## config.mk

```make
export PLATFORM = sky130hd
export DESIGN_NAME = fproc_arbiter
export DESIGN_NICKNAME = d
export VERILOG_FILES = /design/src/rtl/fproc_arb_pkg.sv /design/src/rtl/rr_pick.sv /design/src/rtl/fproc_arbiter.sv
export SDC_FILE = /design/constraint.sdc
export NUM_CORES = 1
export LEC_CHECK = 0
export ABC_AREA = 1
export ABC_CLOCK_PERIOD_IN_PS = 2700
export CAP_MARGIN = 15
export CORE_MARGIN = 8
export CORE_UTILIZATION = 49
export DETAILED_ROUTE_END_ITERATION = 6
export GPL_ROUTABILITY_DRIVEN = 0
export PLACE_DENSITY = 0.83
export SETUP_SLACK_MARGIN = 0.02
export SLEW_MARGIN = 20
export SYNTH_ARGS = -nofsm -noshare
export SYNTH_HDL_FRONTEND = slang
export SYNTH_HIERARCHICAL = 1
export SYNTH_SLANG_ARGS = --single-unit
```

## constraint.sdc

```tcl
create_clock -name clk -period 2.7 [get_ports clk]
set_input_delay 0.54 -clock clk [delete_from_list [all_inputs] [get_ports clk]]
set_output_delay 0.54 -clock clk [all_outputs]
set_load 0.01 [all_outputs]
```

## src/rtl/fproc_arb_pkg.sv

```systemverilog
// Shared types and helpers for the fproc arbiter.
package fproc_arb_pkg;

  typedef enum logic {StIdle, StWait} state_e;

  // Upper bound on core count supported by next_rr.
  localparam int unsigned MaxCores = 32;

  // First set bit of pending strictly after last, wrapping modulo n.
  // If nothing is pending, returns last unchanged.
  function automatic int unsigned next_rr(input logic [MaxCores-1:0] pending,
                                          input int unsigned last,
                                          input int unsigned n);
    int unsigned res;
    int unsigned idx;
    logic found;
    res   = last;
    found = 1'b0;
    for (int unsigned k = 1; k <= MaxCores; k++) begin
      idx = (last + k) % n;
      if (!found && (k <= n) && pending[idx[4:0]]) begin
        found = 1'b1;
        res   = idx;
      end
    end
    return res;
  endfunction

endpackage

```

## src/rtl/rr_pick.sv

```systemverilog
// Combinational round-robin priority select over the pending vector.
module rr_pick import fproc_arb_pkg::*; #(
  parameter int unsigned N_CORES = 4,
  localparam int unsigned CoreW = $clog2(N_CORES)
) (
  input  logic [N_CORES-1:0] pending_i,
  input  logic [CoreW-1:0]   last_i,
  output logic [CoreW-1:0]   grant_o,
  output logic               any_o
);

  logic [MaxCores-1:0] pend_ext;
  int unsigned         pick;

  // Pick the first pending core after the last one served.
  always_comb begin
    pend_ext                = '0;
    pend_ext[N_CORES-1:0]   = pending_i;
    pick                    = next_rr(pend_ext, 32'(last_i), N_CORES);
    grant_o                 = CoreW'(pick);
    any_o                   = |pending_i;
  end

endmodule

```

## src/rtl/fproc_arbiter.sv

```systemverilog
// Shares one function processor between N_CORES cores: latches one-cycle requests,
// issues them round-robin, and routes each result (or a timeout) back to its core.
module fproc_arbiter import fproc_arb_pkg::*; #(
  parameter int unsigned N_CORES            = 4,
  parameter int unsigned FPROC_ID_WIDTH     = 8,
  parameter int unsigned FPROC_RESULT_WIDTH = 32,
  parameter int unsigned TIMEOUT_CYCLES     = 1024
) (
  input  logic                                    clk,
  input  logic                                    reset,
  input  logic [N_CORES-1:0]                      core_enable,
  input  logic [N_CORES*FPROC_ID_WIDTH-1:0]       core_id,
  output logic [N_CORES-1:0]                      core_ready,
  output logic [N_CORES*FPROC_RESULT_WIDTH-1:0]   core_data,
  output logic                                    fp_enable,
  output logic [FPROC_ID_WIDTH-1:0]               fp_id,
  output logic [$clog2(N_CORES)-1:0]              fp_core,
  input  logic                                    fp_ready,
  input  logic [FPROC_RESULT_WIDTH-1:0]           fp_data,
  output logic                                    timeout_err,
  output logic                                    dup_err
);

  localparam int unsigned CoreW = $clog2(N_CORES);
  localparam int unsigned CntW  = (TIMEOUT_CYCLES == 0) ? 1 : $clog2(TIMEOUT_CYCLES + 1);
  localparam logic [CntW-1:0] CntLast =
      CntW'((TIMEOUT_CYCLES == 0) ? 0 : TIMEOUT_CYCLES - 1);

  state_e                                           state_q, state_d;
  logic [N_CORES-1:0]                               pending_q, pending_d;
  logic [N_CORES-1:0]                               clr, pend_eff, accept, dup_vec;
  logic [N_CORES-1:0][FPROC_ID_WIDTH-1:0]           id_q, id_d, core_id_arr;
  logic [CoreW-1:0]                                 grant_q, grant_d, last_q, last_d, pick;
  logic                                             any_pending;
  logic [CntW-1:0]                                  cnt_q, cnt_d;
  logic                                             fp_enable_q, fp_enable_d;
  logic [FPROC_ID_WIDTH-1:0]                        fp_id_q, fp_id_d;
  logic [N_CORES-1:0]                               core_ready_q, core_ready_d;
  logic [N_CORES-1:0][FPROC_RESULT_WIDTH-1:0]       core_data_q, core_data_d;
  logic                                             terr_q, terr_d, dup_q, dup_d;
  logic                                             timeout_hit;

  assign core_id_arr = core_id;

  rr_pick #(
    .N_CORES (N_CORES)
  ) u_rr_pick (
    .pending_i (pending_q),
    .last_i    (last_q),
    .grant_o   (pick),
    .any_o     (any_pending)
  );

  assign timeout_hit = (TIMEOUT_CYCLES != 0) && (cnt_q == CntLast) && !fp_ready;

  // FSM next state: issue from IDLE, complete or time out from WAIT.
  always_comb begin
    state_d      = state_q;
    grant_d      = grant_q;
    last_d       = last_q;
    cnt_d        = cnt_q;
    fp_enable_d  = 1'b0;
    fp_id_d      = fp_id_q;
    core_ready_d = '0;
    core_data_d  = core_data_q;
    terr_d       = terr_q;
    clr          = '0;
    unique case (state_q)
      StIdle: begin
        if (any_pending) begin
          fp_enable_d = 1'b1;
          fp_id_d     = id_q[pick];
          grant_d     = pick;
          cnt_d       = '0;
          state_d     = StWait;
        end
      end
      StWait: begin
        if (cnt_q != {CntW{1'b1}}) cnt_d = cnt_q + CntW'(1);
        if (fp_ready || timeout_hit) begin
          core_ready_d[grant_q] = 1'b1;
          core_data_d[grant_q]  = fp_ready ? fp_data : '1;
          clr[grant_q]          = 1'b1;
          last_d                = grant_q;
          state_d               = StIdle;
          if (!fp_ready) terr_d = 1'b1;
        end
      end
      default: state_d = StIdle;
    endcase
  end

  // Request capture: a bit being cleared this edge may be re-set (set wins).
  always_comb begin
    pend_eff  = pending_q & ~clr;
    accept    = core_enable & ~pend_eff;
    dup_vec   = core_enable & pend_eff;
    pending_d = pend_eff | accept;
    id_d      = id_q;
    for (int i = 0; i < int'(N_CORES); i++) begin
      if (accept[i]) id_d[i] = core_id_arr[i];
    end
    dup_d = dup_q | (|dup_vec);
  end

  // State and output registers.
  always_ff @(posedge clk or negedge reset) begin
    if (!reset) begin
      state_q      <= StIdle;
      pending_q    <= '0;
      id_q         <= '0;
      grant_q      <= '0;
      last_q       <= CoreW'(N_CORES - 1);
      cnt_q        <= '0;
      fp_enable_q  <= 1'b0;
      fp_id_q      <= '0;
      core_ready_q <= '0;
      core_data_q  <= '0;
      terr_q       <= 1'b0;
      dup_q        <= 1'b0;
    end else begin
      state_q      <= state_d;
      pending_q    <= pending_d;
      id_q         <= id_d;
      grant_q      <= grant_d;
      last_q       <= last_d;
      cnt_q        <= cnt_d;
      fp_enable_q  <= fp_enable_d;
      fp_id_q      <= fp_id_d;
      core_ready_q <= core_ready_d;
      core_data_q  <= core_data_d;
      terr_q       <= terr_d;
      dup_q        <= dup_d;
    end
  end

  assign fp_enable   = fp_enable_q;
  assign fp_id       = fp_id_q;
  assign fp_core     = grant_q;
  assign core_ready  = core_ready_q;
  assign core_data   = core_data_q;
  assign timeout_err = terr_q;
  assign dup_err     = dup_q;

endmodule
```

Word level (Yosys, flattened, before mapping)
Cells that the tools add are included.
{ "word_totals": {"register_bits": 195, "input_bits": 71, "out_inout_bits": 145, "elab_cells": 91} }
{ "op_classes": {"addsub": 5, "n_lt_le_gt_ge": 7, "n_eq_ne": 4, "n_mux": 32, "bitwise": 9, "n_reduce_logical": 16} }
{ "ops": {"columns": ["cell", "count"], "rows": [
  ["128-bit bitwise mux", 1],
  ["32-bit demux with 2-bit select", 1],
  ["32-bit two-way mux", 2],
  ["2-bit by 6-bit less-than comparator with 1-bit output (second input constant)", 4],
  ["11-bit two-way mux", 2],
  ["11-bit one-hot mux with 2 select lines", 1],
  ["8-bit binary-select mux with 2-bit select", 1],
  ["4-bit AND", 3],
  ["11-bit by 1-bit adder with 11-bit output (second input constant)", 1],
  ["11-bit by 10-bit equality test with 1-bit output (second input constant)", 1],
  ["1-bit two-way mux", 11],
  ["11-bit != test (second input constant)", 1],
  ["1-bit binary-select mux with 2-bit select", 4],
  ["2-bit two-way mux", 4],
  ["4-bit two-way mux", 2],
  ["8-bit two-way mux", 1],
  ["4-bit inverter", 2],
  ["4-bit OR reduction", 2],
  ["2-bit by 3-bit less-than comparator with 1-bit output (second input constant)", 2],
  ["2-bit AND reduction", 3],
  ["1-bit logical AND", 5],
  ["2-bit by 1-bit adder with 2-bit output (second input constant)", 2],
  ["2-bit adder (second input constant)", 2],
  ["1-bit zero test", 4],
  ["10 further kinds", 11]
]} }

Logic depth before layout (Yosys ltp)
Gate-level depths: netlist of run 1.
{ "depth": {"ltp_word": 15, "depth_mapped": 17, "depth_no_buf": 14} }

Cells and area by module
Netlist of run 1, hierarchy kept.
{ "by_module_without_submodules": {"columns": ["module", "n_inst", "cells_per_inst", "area_each_um2", "seq_area_each_um2"], "rows": [
  ["fproc_arbiter", 1, 930, 8076.5, 4882.2],
  ["rr_pick", 1, 44, 254.0, 0.0]
]} }

Least setup slack after synthesis of run 1
OpenSTA, ideal clock, no wires.
{ "synth_timing": {"path_type": "reg2reg", "startpoint": "register last_q[0]", "endpoint": "register fp_id_q[6] (netlist: fp_id[6])", "setup_time_ns": 0.110, "arrival_time_ns": 2.053, "required_time_ns": 2.590, "slack_ns": 0.537, "stages_incl_launch_ff": 13, "n_path_buf": 3, "synth_period_minus_slack_ns": 2.163, "path_cell_list": "dfstp_2 -> buf_6 -> nand2_1 -> nand2_4 -> nand2_4 -> nand2_4 -> xor2_1 -> nand2_1 -> nand2_1 -> clkbuf_1 -> clkbuf_1 -> nor2_1 -> o41ai_1"} }
{ "synth_between": {"elab_chain_len": 15, "elab_cells_between_ends": 27, "classes_between": "add/sub (4); mux (17); reduce/logical (6)"} }
{ "synth_lines": {"columns": ["element", "line_no", "text"], "rows": [
  ["start, declared", "fproc_arbiter.sv:33", "logic [CoreW-1:0] grant_q, grant_d, last_q, last_d, pick;"],
  ["start signal, assigned", "fproc_arbiter.sv:113", "last_q <= CoreW'(N_CORES - 1);"],
  ["start signal, assigned", "fproc_arbiter.sv:126", "last_q <= last_d;"],
  ["2-bit by 1-bit adder with 2-bit output", "fproc_arb_pkg.sv:20", "idx = (last + k) % n;"],
  ["1-bit binary-select mux with 2-bit select", "fproc_arb_pkg.sv:21", "if (!found && (k <= n) && pending[idx[4:0]]) begin"],
  ["1-bit two-way mux (not written as such)", "fproc_arb_pkg.sv:21", null],
  ["1-bit two-way mux", "fproc_arb_pkg.sv:21", null],
  ["1-bit zero test", "fproc_arb_pkg.sv:21", null],
  ["1-bit logical AND", "fproc_arb_pkg.sv:21", null],
  ["1-bit two-way mux", "fproc_arb_pkg.sv:21", null],
  ["1-bit zero test", "fproc_arb_pkg.sv:21", null],
  ["1-bit logical AND", "fproc_arb_pkg.sv:21", null],
  ["1-bit two-way mux", "fproc_arb_pkg.sv:21", null],
  ["1-bit zero test", "fproc_arb_pkg.sv:21", null],
  ["1-bit logical AND", "fproc_arb_pkg.sv:21", null],
  ["2-bit two-way mux (*)", "fproc_arb_pkg.sv:21", null],
  ["named net pick[0]", "fproc_arbiter.sv:33", null],
  ["8-bit binary-select mux with 2-bit select (*)", "fproc_arbiter.sv:72", "fp_id_d = id_q[pick];"],
  ["8-bit two-way mux (not written as such) (*)", "fproc_arbiter.sv:72", null],
  ["end signal, assigned", "fproc_arbiter.sv:129", "fp_id_q <= fp_id_d;"],
  ["end, declared", "fproc_arbiter.sv:37", "logic [FPROC_ID_WIDTH-1:0] fp_id_q, fp_id_d;"]
]} }
The timed path passes the listed nets; every way through them passes the cells marked *. The select of a mux whose other input is x is not followed.
A chain may end at the register's enable or synchronous reset.

Worst setup path in the final report of run 1
{ "layout_timing": {"startpoint": "register last_q[0]", "endpoint": "register fp_id_q[7] (netlist: fp_id[7])"} }
Same word-level chain as after synthesis.

==> out/results.ini, run 1 <==
[finish]
final_area_um2=11200
postLayoutCoreUtil_pct=67.6
regArea_um2=4880
fillCellCount=1298
multi_input_area_um2=3070
area_growth_pct=34.7
drive_gt1_share_pct=9.24
diodes=0
final_cells=1410
fin_nets=1250

[floorplan]
die_h_um=146
ios=216
die_w_um=146
core_area_um2=16600
dieArea_um2=21400
rows=47
start_util_pct=50.2

[sta]
slew_violations=0
max_freq_mhz=437
finalSetupViolCount=0
final.setup.worst_slack_ns=0.414
tightest_slew_ns=0.665
fin_setup_tns_ns=0
fin_skew_ns=0.00824
rsz0062_at_grt=no
finalHoldViolations=0
whs_ns=0.0275
slew_headroom_pct=55.6
fin_crit_ns=2.29
finalCritPeriodShare_pct=84.7

[placed_design]
placed_area_um2=10600
dp_hpwl_um=17300
io_buffers=215
dp.cells=1379
place_ws_ns=0.417

[worst_hold_path]
hold_path_class=in2async

[setup_path]
reg2reg_from=last_q[0]$_DFFE_PN1P_
critPathMaxStageDelay_ns=0.70
cp-start-kind=flip-flop
worstPathRequired_ns=3.05
reg2reg_to=fp_id[7]$_DFFE_PN0P_
critical_path.startpoint=last_q[0]$_DFFE_PN1P_
cp_common_cell=nand2_4
worstPathMaxFanout=10
path_cells=inv_8 -> nand2_2 -> nand2_4 -> nand2_4 -> nand2_4 -> a21oi_2 -> nand3_1 -> nand2_1 -> inv_1 -> nor2_1 -> o21ai_0 -> a31oi_1
worstPathArrival_ns=2.63
crit_buf_inv=2
cpLargestDelayFamily=simple AND/OR/NAND/NOR gates
end_kind=flip-flop
criticalPathCategory=reg2reg
ff2ff_path_depth=12
reg2reg_slack_ns=0.41
slowest_stage=dfstp_2

[drt]
wl_per_cell_um=17.4
drc=0
drtPass1Iterations=5
ant_nets=0
wl_um=24500
viasPerCell=5.12
vias=7217
drt_iter0_drc=565

[synth]
yosys.area.top_type=dfrtp_1
netlist_instances=974
ys_warn_count=6
ys.flop_type=dfrtp_1
synth_edf_count=0
synth.distinct_cells=34
synth_area_um2=8330
syn_area_per_cell_um2=8.55
synthesis.nets=1046
async_flop_share_pct=100
seq_area_frac_synth_pct=58.6
synth_area_leaders=dfrtp_1, nand2_1, nand3_1, or2_2, o21ai_0
synth-seq-cells=195
yosysMostFrequentCell=nand2_1
synth_top_cell_area_share_pct=58.0
yosys-top-cells-count=nand2_1, dfrtp_1, nand3_1, nor2_1, or2_2

[flow_run]
cap_violations=0

[clock_network]
cts_buffers=17
htree_num_levels=4
cts_tree=done
clk_pin_slew_ns=0.07
holdBufCountCts=0
clock_latency_ns=0.43
numClockSinks=195
clk_path_buf_depth=2
post-cts-setup-buffer-count=0
root_buffer=clkbuf_16
ctsResizeCount=0

[power_and_ir_drop]
power.density_nw_per_um2=1290
finalPower_mw=14.5
ir_drop_mv=0.724
power_leakage_nw=5.60

[status]
outcome=completed

[grt]
track_usage_pct=23.2
grt_pass1_wl_um=39300
grt_max_degree=69
antenna_found_initial=0
grt_pass1_vias=7383
grt-ovfl-total=0

[sequential cells by signal, indices dropped and copies added, names as in the netlist]
name	count
cnt_q	11
fp_core	2
core_data	128
last_q	2
fp_enable	1
core_ready	4
dup_err	1
timeout_err	1
id_q	32
pending_q	4
fp_id	8
state_q	1
[per-layer routing]
metal	share of wire, %	up-vias	track usage [%]
met5	0	-	0
met4	3.3	0	9.84
met3	7.5	50	6.58
met2	49	265	38.3
met1	40	3482	27.9
li1	-	3420	-
[logic make-up (layout without fill, tap and decap cells)]
logic type / Yosys count / in the layout / synth area share (%)
simple gates: 653 / 653 / 33.2
flops: 195 / 195 / 58.6
buf+inv: 73 / 289 / 4.55
compound gates: 50 / 50 / 3.30
xor+xnor: 2 / 2 / 0.210
fa+ha+maj: 1 / 1 / 0.150
[cells in the final DEF (no fill, tap or decap), types with 6 or more instances in the layout]
master	instances
a21oi_1	7
buf_4	8
clkbuf_16	17
clkdlybuf4s50_1	214
dfrtp_1	193
inv_1	26
inv_2	6
nand2_1	511
nand2_2	10
nand2_4	8
nand3_1	44
nor2_1	35
o21ai_0	28
o22ai_1	7
or2_2	32
[layout make-up]
class / instances / area share [%]
clock buffer: 18 / 3.83
inverter: 33 / 1.17
tap: 220 / 2.45
clock inverter: 13 / 1.56
sequential: 195 / 43.5
multi-input combinational: 706 / 27.4
timing repair buffer: 225 / 20.1
[power by group]
group	leakage (nW)	internal, mW	switching, mW
registers	2.38	4.28	0.917
logic	2.93	3.05	3.58
clock network	0.287	1.47	1.14
total	5.60	8.81	5.64
[worst max-delay path by stage]
stage	to	cells after the start	slack, ns
floorplan	fp_id[6]$_DFFE_PN0P_	12	0.54
global placement	core_data[79]$_DFFE_PN0P_	7	0.50
detailed placement	core_data[82]$_DFFE_PN0P_	7	0.42
CTS	fp_id[7]$_DFFE_PN0P_	12	0.43
global route	fp_id[7]$_DFFE_PN0P_	12	0.20
finish	fp_id[7]$_DFFE_PN0P_	12	0.41
(Power assumes the default switching activity.)
==> inputs of run 2 (changes only) <==
Settings changed: ABC_CLOCK_PERIOD_IN_PS 2700 to 2070, CORE_UTILIZATION 49 to 44, PLACE_DENSITY 0.83 to 0.79.
Clock period 2.7 ns to 2.07 ns, I/O delays scaled along.
==> run 2 against run 1 <==
Effect of this change: sequential power rose by 30%; final cell count rose by 2.6%; critical path depth rose by 1; non-clock buffer count rose by 22; global-route usage fell by 2.0 points; routed wire length rose by 2.3%; setup slack got worse by 0.41 ns; clock-buffer cell count fell by 1; largest cell class unchanged.
==> out/results.ini, run 2 (synthesis results as in run 1) <==
[finish]
drive_gt1_share_pct=12.0  ; +2.7 points
final_area_um2=11600  ; +3.1%
regArea_um2=4880  ; unchanged
fin_nets=1272  ; +1.8%
area_growth_pct=38.8
final_common_cell=nand2_1
final_cell_mix=nand2_1, clkdlybuf4s50_1, dfrtp_1
largest_reg_flops=128  ; unchanged
fillCellCount=1553  ; +20%
diodes=0  ; unchanged
final_cells=1447  ; +2.6%
multi_input_area_um2=3130  ; +1.9%

[sta]
slew_headroom_pct=67.5  ; +12 points
fin_crit_ns=2.07  ; -0.217 ns
slew_violations=0  ; unchanged
finalCritPeriodShare_pct=100  ; +15 points
tightest_slew_ns=0.486  ; -0.179 ns
finalSetupViolCount=0  ; unchanged
rsz0062_at_grt=yes
fin_skew_ns=0.0128  ; +0.00454 ns
max_freq_mhz=483  ; +10%
finalHoldViolations=0  ; unchanged

[power_and_ir_drop]
power.density_nw_per_um2=1680  ; +30%
ir_drop_mv=0.853  ; +18%
power_leakage_nw=5.76  ; +2.9%

[drt]
drtPass1Iterations=5  ; unchanged
viasPerCell=5.04  ; -1.6%
wl_per_cell_um=17.3  ; -0.36%
drt_iter0_drc=426  ; -25%
vias=7290  ; +1.0%
wl_um=25000  ; +2.3%
ant_nets=0  ; unchanged
drc=0  ; unchanged

[setup_path]
worstPathMaxFanout=7  ; -3
worstPathRequired_ns=2.38  ; -0.67 ns
criticalPathCategory=reg2reg
reg2reg_from=last_q[0]$_DFFE_PN1P_
reg2reg_slack_ns=0.0006  ; -0.41 ns
cp-start-kind=flip-flop
reg2reg_to=fp_id[6]$_DFFE_PN0P_
ff2ff_path_depth=13  ; +1
end_kind=flip-flop
worstPathArrival_ns=2.38  ; -0.25 ns

[clock_network]
htree_num_levels=4  ; unchanged
clock_latency_ns=0.44  ; about the same
cts_buffers=17  ; unchanged
numClockSinks=195  ; unchanged
clk_pin_slew_ns=0.08  ; about the same
cts_tree=done
root_buffer=clkbuf_16
clk_path_buf_depth=2  ; unchanged

[grt]
grt_pass1_wl_um=39700  ; +1.1%
grt_max_degree=59  ; -14%
grt-ovfl-total=0  ; unchanged
grt_pass1_vias=7316  ; -0.91%
met2_usage_pct=34.7  ; -3.6 points
grt-busiest-layer=met2
track_usage_pct=21.2  ; -2.0 points
antenna_found_initial=0  ; unchanged
use_met3_pct=6.28  ; -0.30 points
met1_usage_pct=26.2  ; -1.7 points

[placed_design]
placed_area_um2=10800  ; +1.6%
dp.cells=1405  ; +1.9%
io_buffers=215  ; unchanged
dp_hpwl_um=17700  ; +2.4%

[floorplan]
rows=50  ; +6.4%
die_w_um=154  ; +4.9%
core_area_um2=18600  ; +12%
start_util_pct=44.7  ; -5.5 points
dieArea_um2=23600  ; +10%
die_h_um=154  ; +4.9%
ios=216  ; unchanged

[worst_hold_path]
hold_path_class=reg2reg
holdPathEnd=id_q[13]$_DFFE_PN0P_
hp-start=id_q[13]$_DFFE_PN0P_
min_delay_path_depth=2

[flow_run]
cap_violations=0  ; unchanged

[status]
outcome=completed

[run 2: per-stage QoR]
| stage | hold WS, ns | util, % | TNS, ns | power [mW] | setup slack (ns) |
|---|---|---|---|---|---|
| after detailed placement | 0.428 | 57.8 | -0.0432 | 15.5 | -0.0432 |
| after floorplan | 0.118 | - | 0 | 11.1 | 0.0273 |
| after CTS | 0.474 | 61.5 | 0 | 19.1 | 0.0299 |
| after global routing | 0.493 | 62.0 | -0.648 | 20.7 | -0.113 |
| after global placement | 0.426 | 57.8 | 0 | 15.2 | 0.0794 |
| final | 0.478 | 62.0 | 0 | 19.4 | 0.000580 |
[run 2: timing repair]
action	in CTS	in global routing
hold buffers	1	0
cloned	0	2
setup buffers	4	3
gates resized for setup	3	28
endpoints found under the setup margin	3	11
endpoints found under the hold margin	54	0
pin swaps	0	2
[run 2: routing by layer]
metal	vias up	wire [um]
li1	3477	-
met5	-	0
met2	256	12200
met4	0	602
met1	3514	10500
met3	43	1720
[run 2: worst max path at each step]
stage	slack [ns]	end	startpoint	cells after the start
floorplan	0.03	fp_id[6]$_DFFE_PN0P_	last_q[0]$_DFFE_PN1P_	14
global placement	0.08	fp_id[6]$_DFFE_PN0P_	last_q[0]$_DFFE_PN1P_	11
detailed placement	-0.04	fp_id[6]$_DFFE_PN0P_	last_q[0]$_DFFE_PN1P_	11
CTS	0.03	fp_id[6]$_DFFE_PN0P_	last_q[0]$_DFFE_PN1P_	11
global route	-0.11	fp_id[6]$_DFFE_PN0P_	last_q[0]$_DFFE_PN1P_	13
finish	0.0006	fp_id[6]$_DFFE_PN0P_	last_q[0]$_DFFE_PN1P_	13
[run 2: layout make-up]
type                            instances  area share, %
Timing Repair Buffer                  247           21.6
Sequential cell                       195           42.2
Multi-Input combinational cell        706           27.0
Inverter                               33           1.14
Clock inverter                         15           1.80
Tap cell                              234           2.53
Clock buffer                           17           3.68
[run 2: power by group]
part           switching (mW)  internal [mW]  total (mW)
registers                1.17           5.58        6.75
logic                    4.84           4.39        9.23
clock network            1.67           1.76        3.44
total                    7.68           11.7        19.4
[run 2: worst max-delay path, stage by stage (launching register included)]
cell and delay [ns]:
dfstp_2 0.58, buf_6 0.13, inv_8 0.05, nand2_1 0.08, nand3_1 0.12, nand2_1 0.14
nand3_2 0.10, nand2_1 0.10, nand2_2 0.09, buf_2 0.16, nand2_1 0.05, a21oi_1 0.06
a21oi_1 0.17, o41ai_2 0.10
